**config.mk**
```make
export PLATFORM = sky130hd
export DESIGN_NAME = mem_arbiter
export DESIGN_NICKNAME = d
export VERILOG_FILES = /design/src/rtl/cpu_types_pkg.sv /design/src/rtl/mem_link_reg.sv /design/src/rtl/mem_arbiter.sv
export SDC_FILE = /design/constraint.sdc
export NUM_CORES = 1
export LEC_CHECK = 0
export BUFFER_PORTS_ARGS = -buffer_cell sky130_fd_sc_hd__buf_2
export CORE_AREA = 2 2 106 108
export DETAILED_ROUTE_END_ITERATION = 8
export DIE_AREA = 0 0 108 110
export GPL_TIMING_DRIVEN = 0
export PLACE_DENSITY_LB_ADDON = 0.1
export SETUP_SLACK_MARGIN = 0.4
export SLEW_MARGIN = 20
export SYNTH_ARGS = -nofsm -noshare
export SYNTH_HDL_FRONTEND = slang
export SYNTH_SLANG_ARGS = --single-unit
```
**constraint.sdc**
```tcl
create_clock -name CLK -period 2 [get_ports CLK]
set_input_delay 0.1 -clock CLK [delete_from_list [all_inputs] [get_ports CLK]]
set_output_delay 0.1 -clock CLK [all_outputs]
set_load 0.03 [all_outputs]
```
**src/rtl/cpu_types_pkg.sv**
```systemverilog
// Shared CPU-side types: the memory word and the RAM handshake state.
package cpu_types_pkg;

    typedef logic [31:0] word_t;

    typedef enum logic [1:0] {
        FREE   = 2'd0,
        BUSY   = 2'd1,
        ACCESS = 2'd2,
        ERROR  = 2'd3
    } ramstate_t;

endpackage

```
**src/rtl/mem_link_reg.sv**
```systemverilog
// LL/SC reservation: one linked address plus a valid flag, with an address compare.
module mem_link_reg
    import cpu_types_pkg::*;
(
    input  logic  CLK,
    input  logic  RST,
    input  logic  set,
    input  logic  clear,
    input  word_t set_addr,
    input  word_t cmp_addr,
    output logic  valid,
    output logic  addr_eq
);

    word_t addr_reg;
    logic  valid_reg;

    // A new LL reservation takes precedence over any clear in the same cycle.
    always_ff @(posedge CLK) begin
        if (RST) begin
            valid_reg <= 1'b0;
            addr_reg  <= '0;
        end else if (set) begin
            valid_reg <= 1'b1;
            addr_reg  <= set_addr;
        end else if (clear) begin
            valid_reg <= 1'b0;
        end
    end

    assign valid   = valid_reg;
    assign addr_eq = (addr_reg == cmp_addr);

endmodule

```
**src/rtl/mem_arbiter.sv**
```systemverilog
// Single-port RAM arbiter between instruction fetch and data access, with
// data priority bounded by a starvation limit and LL/SC link tracking.
module mem_arbiter
    import cpu_types_pkg::*;
#(
    parameter int STARVE_LIMIT = 4
) (
    input  logic      CLK,
    input  logic      RST,
    input  logic      iREN,
    input  word_t     iaddr,
    output logic      iwait,
    output word_t     iload,
    input  logic      dREN,
    input  logic      dWEN,
    input  logic      datomic,
    input  word_t     daddr,
    input  word_t     dstore,
    output logic      dwait,
    output word_t     dload,
    output logic      ramREN,
    output logic      ramWEN,
    output word_t     ramaddr,
    output word_t     ramstore,
    input  word_t     ramload,
    input  ramstate_t ramstate,
    output logic      err
);

    typedef enum logic [1:0] {
        IDLE,
        IGNT,
        DGNT,
        SCFAIL
    } arb_state_t;

    localparam int SW = (STARVE_LIMIT < 1) ? 1 : $clog2(STARVE_LIMIT + 1);
    localparam logic [SW-1:0] LIMIT = SW'(STARVE_LIMIT);

    arb_state_t    state_reg, state_next;
    logic [SW-1:0] dstreak_reg, dstreak_next;

    logic dreq, is_sc, is_ll, is_rd, ram_done;
    logic icomplete, dcomplete, scfail_done;
    logic link_valid, link_eq, link_set, link_clear;

    assign dreq     = dREN | dWEN;
    assign is_sc    = dWEN & datomic;
    assign is_ll    = dREN & datomic & ~dWEN;
    assign is_rd    = dREN & ~dWEN;
    assign ram_done = (ramstate == ACCESS) || (ramstate == ERROR);

    // Completion qualifiers are masked during reset so nothing is reported.
    assign icomplete   = ~RST & (state_reg == IGNT) & iREN & ram_done;
    assign dcomplete   = ~RST & (state_reg == DGNT) & dreq & ram_done;
    assign scfail_done = ~RST & (state_reg == SCFAIL) & dreq;

    assign link_set   = dcomplete & is_ll;
    assign link_clear = (dcomplete & dWEN & link_eq) | (dcomplete & is_sc) | scfail_done;

    mem_link_reg u_link (
        .CLK      (CLK),
        .RST      (RST),
        .set      (link_set),
        .clear    (link_clear),
        .set_addr (daddr),
        .cmp_addr (daddr),
        .valid    (link_valid),
        .addr_eq  (link_eq)
    );

    always_ff @(posedge CLK) begin
        if (RST) begin
            state_reg   <= IDLE;
            dstreak_reg <= '0;
        end else begin
            state_reg   <= state_next;
            dstreak_reg <= dstreak_next;
        end
    end

    always_comb begin
        state_next   = state_reg;
        dstreak_next = dstreak_reg;
        unique case (state_reg)
            IDLE: begin
                if (dreq && !(iREN && dstreak_reg == LIMIT)) begin
                    state_next = (is_sc && !(link_valid && link_eq)) ? SCFAIL : DGNT;
                end else if (iREN) begin
                    state_next = IGNT;
                end
            end
            IGNT:    if (!iREN || ram_done) state_next = IDLE;
            DGNT:    if (!dreq || ram_done) state_next = IDLE;
            SCFAIL:  state_next = IDLE;
            default: state_next = IDLE;
        endcase
        // The streak only counts data grants that overtook a waiting fetch.
        if (!iREN || (state_reg == IDLE && state_next == IGNT)) begin
            dstreak_next = '0;
        end else if (state_reg == IDLE && state_next == DGNT && dstreak_reg != LIMIT) begin
            dstreak_next = dstreak_reg + 1'b1;
        end
    end

    always_comb begin
        ramREN   = 1'b0;
        ramWEN   = 1'b0;
        ramaddr  = '0;
        ramstore = '0;
        if (!RST) begin
            unique case (state_reg)
                IGNT: begin
                    ramREN  = 1'b1;
                    ramaddr = iaddr;
                end
                DGNT: begin
                    ramaddr  = daddr;
                    ramstore = dstore;
                    ramWEN   = dWEN;
                    ramREN   = is_rd;
                end
                default: ;
            endcase
        end
    end

    always_comb begin
        iwait = iREN & ~icomplete;
        dwait = dreq & ~(dcomplete | scfail_done);
        iload = icomplete ? ramload : '0;
        dload = '0;
        if (dcomplete) begin
            if (is_sc)      dload = 32'd1;
            else if (is_rd) dload = ramload;
        end
        err = (icomplete | dcomplete) & (ramstate == ERROR);
    end

endmodule

```
==> qor.yml <==
drive_gt1_frac: 0.801
crit_end: "dload[30]"
grt_pass1_wl_mm: 22.2
rsz0062_at_grt: "true"
totalNegativeSetupSlack_ns: -1.26
grt-ovfl-total: 0
die_y_um: 110
r2r-start: "state_reg[0]"
synth_cell_types: 40
ys_seq_area_frac: 0.249
path_max_fanout: 7
fin_crit_ns: 2.08
cts_tree: "built"
cpMaxStageDelayCell: "dfxtp_4"
vias: 4511
num-fill-cells: 770
stdcell_count: 908
mostFrequentLayoutCells: "buf_6 (150), buf_2 (135), and2_4 (97), nand2_1 (39), dfxtp_1 (36)"
dp_cells: 846
cp.buffers_inverters: 6
rrSetupSlack_ns: -0.04
cts_buffers: 5
clkLatencyLatePin_ns: 0.29
fmax_mhz: 481
violations: "setup timing"
timing.max_cap.violations: 0
multi_input_area_um2: 3310
io_buffers: 268
place_area_um2: 4820
wirelength_mm: 17.5
rows: 38
largest_reg_flops: 32
cts_max_path_buffers: 2
track_usage: 0.240
ant_nets: 0
crit_chain: "inv_4, ha_4, buf_8, nor2b_4, buf_8, and3_4, buf_12, buf_8, and2_4, buf_6"
drv_slew: 0
worstPathRequired_ns: 1.90
outcome: "finished, violations left"
synth.net_count: 580
io_pins: 269
worstSetupStartpoint: "state_reg[0]"
synthCells: 438
yosys.area_share.adder: 0.0246
ir_drop_mv: 0.289
drt-pass1-iter-count: 4
mostFrequentLayoutCell: "buf_6"
p_leak_nw: 3.62
drt_iter0_drc: 171
grt_start_max_net_pins: 13
cts.sinks: 38
final_core_util: 0.735
cp-start-kind: "flip-flop"
synth_top_family_by_area: "simple AND/OR/NAND/NOR gates"
stdcell_area_um2: 7860
hold_viol: 0
cts_root_buffer: "clkbuf_8"
vias_per_cell: 4.97
tightest_slew_ns: 0.718
die_area_um2: 11900
skew_ns: 0.00582
cts_hold_buf: 0
nNetsFinal: 905
syn_area_um2: 3050
layout.area.seq_um2: 768
syn2layout_area_growth_pct: 158
hp-class: "in -> reg"
drc: 0
post-dp-hpwl_mm: 10.3
cpMostUsedCell: "buf_8"
r2r_end: "dstreak_reg[2]"
synth_simple_gate_area_frac: 0.386
h-tree-depth: 2
synth_compound_area_frac: 0.191
grt_pass1_vias: 4203
antenna_found_initial: 3
reg2reg_depth: 11
worst_ep_arrival_time_ns: 1.98
synth_warnings: 0
path_class: "reg -> out"
crit_path_end_kind: "output port"
setup_viol: 31
synth_xor_area_frac: 0.0918
place.gp.congestion: 0.787
crit_cells: 10
crit_family: "buffers and inverters"
wire_per_inst_um: 19.3
max_stage_delay_ns: 0.37
synth_mux_area_frac: 0
min_period_over_period: 1.04
max-slew-margin-rel: 0.521
clkSlewWorstSetupHoldPaths_ns: 0.08
finalWorstSetupSlack_ns: -0.0786
ys_seq_elements: 38
core_um2: 10700
dieWidth_um: 108
syn_avg_cell_area_um2: 6.97
initial_core_util: 0.285
power_density_nw_per_um2: 337
[cells by family (layout without fill, tap and decap cells)]
| group | after synthesis | count (layout) |
|---|---|---|
| and+or+nand+nor | 233 | 233 |
| DFF | 38 | 38 |
| AOI/OAI and AO/OA | 87 | 87 |
| other | 0 | 4 |
| buffers and inverters | 42 | 368 |
| xor gates and xnor gates | 32 | 32 |
| adders and majority gates | 6 | 6 |
[cells in the mapped netlist]
| master | count | share of area |
|---|---|---|
| o21ai_0 | 1 | 0.0016 |
| a31o_2 | 1 | 0.0029 |
| clkbuf_2 | 1 | 0.0016 |
| or3b_4 | 1 | 0.0037 |
| o221ai_1 | 1 | 0.0029 |
| o21ai_1 | 1 | 0.0016 |
| buf_6 | 1 | 0.0037 |
| xor2_1 | 32 | 0.092 |
| ha_1 | 6 | 0.025 |
| buf_1 | 3 | 0.0037 |
| a22oi_1 | 32 | 0.079 |
| o21a_1 | 1 | 0.0025 |
| nor4_1 | 8 | 0.016 |
| nand3_1 | 1 | 0.0016 |
| and2b_2 | 1 | 0.0029 |
| o2111a_1 | 1 | 0.0037 |
| a2111oi_0 | 1 | 0.0029 |
| a21o_1 | 1 | 0.0025 |
| o211ai_1 | 1 | 0.0025 |
| o31ai_4 | 1 | 0.0070 |
| nand4_1 | 4 | 0.0082 |
| nor2b_1 | 1 | 0.0021 |
| nor2_1 | 39 | 0.048 |
| dfxtp_1 | 38 | 0.25 |
| and2_1 | 96 | 0.20 |
| a41o_1 | 1 | 0.0033 |
| buf_2 | 5 | 0.0082 |
| and3_1 | 2 | 0.0041 |
| a211oi_1 | 2 | 0.0049 |
| a21oi_1 | 39 | 0.064 |
| or2_1 | 1 | 0.0021 |
| o21ai_2 | 1 | 0.0029 |
| nor3_1 | 2 | 0.0033 |
| a311oi_1 | 1 | 0.0029 |
| nand2b_1 | 2 | 0.0041 |
| clkbuf_1 | 25 | 0.031 |
| a2111oi_2 | 1 | 0.0049 |
| inv_1 | 7 | 0.0086 |
| and2_2 | 1 | 0.0025 |
| nand2_1 | 74 | 0.091 |
[metal layers]
metal / GRT usage / part of all wire / up-vias
met1: 0.271 / 0.36 / 2163
met5: 0 / 0 / -
met3: 0.0400 / 0.063 / 35
met4: 0.0568 / 0.028 / 0
li1: - / - / 2119
met2: 0.469 / 0.54 / 194
[per-stage QoR]
stage	worst slack, ns	power, mW	hold slack (ns)
floorplan	0.0414	1.17	0.236
global placement	-0.103	1.46	0.382
detailed placement	-0.142	1.47	0.387
CTS	-0.0110	2.49	0.0778
global route	-0.146	2.75	0.0826
finish	-0.0786	2.65	0.0817
[worst min-delay path by stage]
stage	from	to	slack, ns	depth (start not counted)
6_report	daddr[4]	u_link.addr_reg[4]	0.08	3
5_1_grt	daddr[12]	u_link.addr_reg[12]	0.08	3
4_1_cts	daddr[27]	u_link.addr_reg[27]	0.08	3
3_5_place_dp	daddr[27]	u_link.addr_reg[27]	0.39	3
3_3_place_gp	daddr[18]	u_link.addr_reg[18]	0.38	3
2_1_floorplan	daddr[19]	u_link.addr_reg[19]	0.24	2
[area by class of cell]
class                           count  share of cell area
Sequential cell                    38              0.0977
Clock inverter                      2             0.00159
Tap cell                          140              0.0223
Timing Repair Buffer              318               0.372
Clock buffer                        6              0.0105
Inverter                            7             0.00398
Buffer                             35              0.0703
Multi-Input combinational cell    358               0.421
Antenna cell                        4             0.00127
[where the power goes]
part / internal, mW / switching (mW) / total (mW)
sequential: 0.765 / 0.0101 / 0.775
combinational: 0.641 / 0.672 / 1.31
clock: 0.277 / 0.288 / 0.566
total: 1.68 / 0.970 / 2.65
[worst reg2reg max path, delay by kind of cell (launching register included)]
| kind | cells | cell delay (ns) |
|---|---|---|
| buffers and inverters | 4 | 0.50 |
| AO/OA/AOI/OAI | 6 | 0.99 |
| flip-flops | 1 | 0.37 |
| adder cells (fa/ha/maj) | 1 | 0.13 |
[what timing repair did]
action	in CTS	in global routing
endpoints found under the setup margin	169	170
resized for setup	479	211
pin swaps	96	108
gates cloned	12	10
buffers inserted	19	9
No activity file was read; power rests on OpenSTA's default activity.
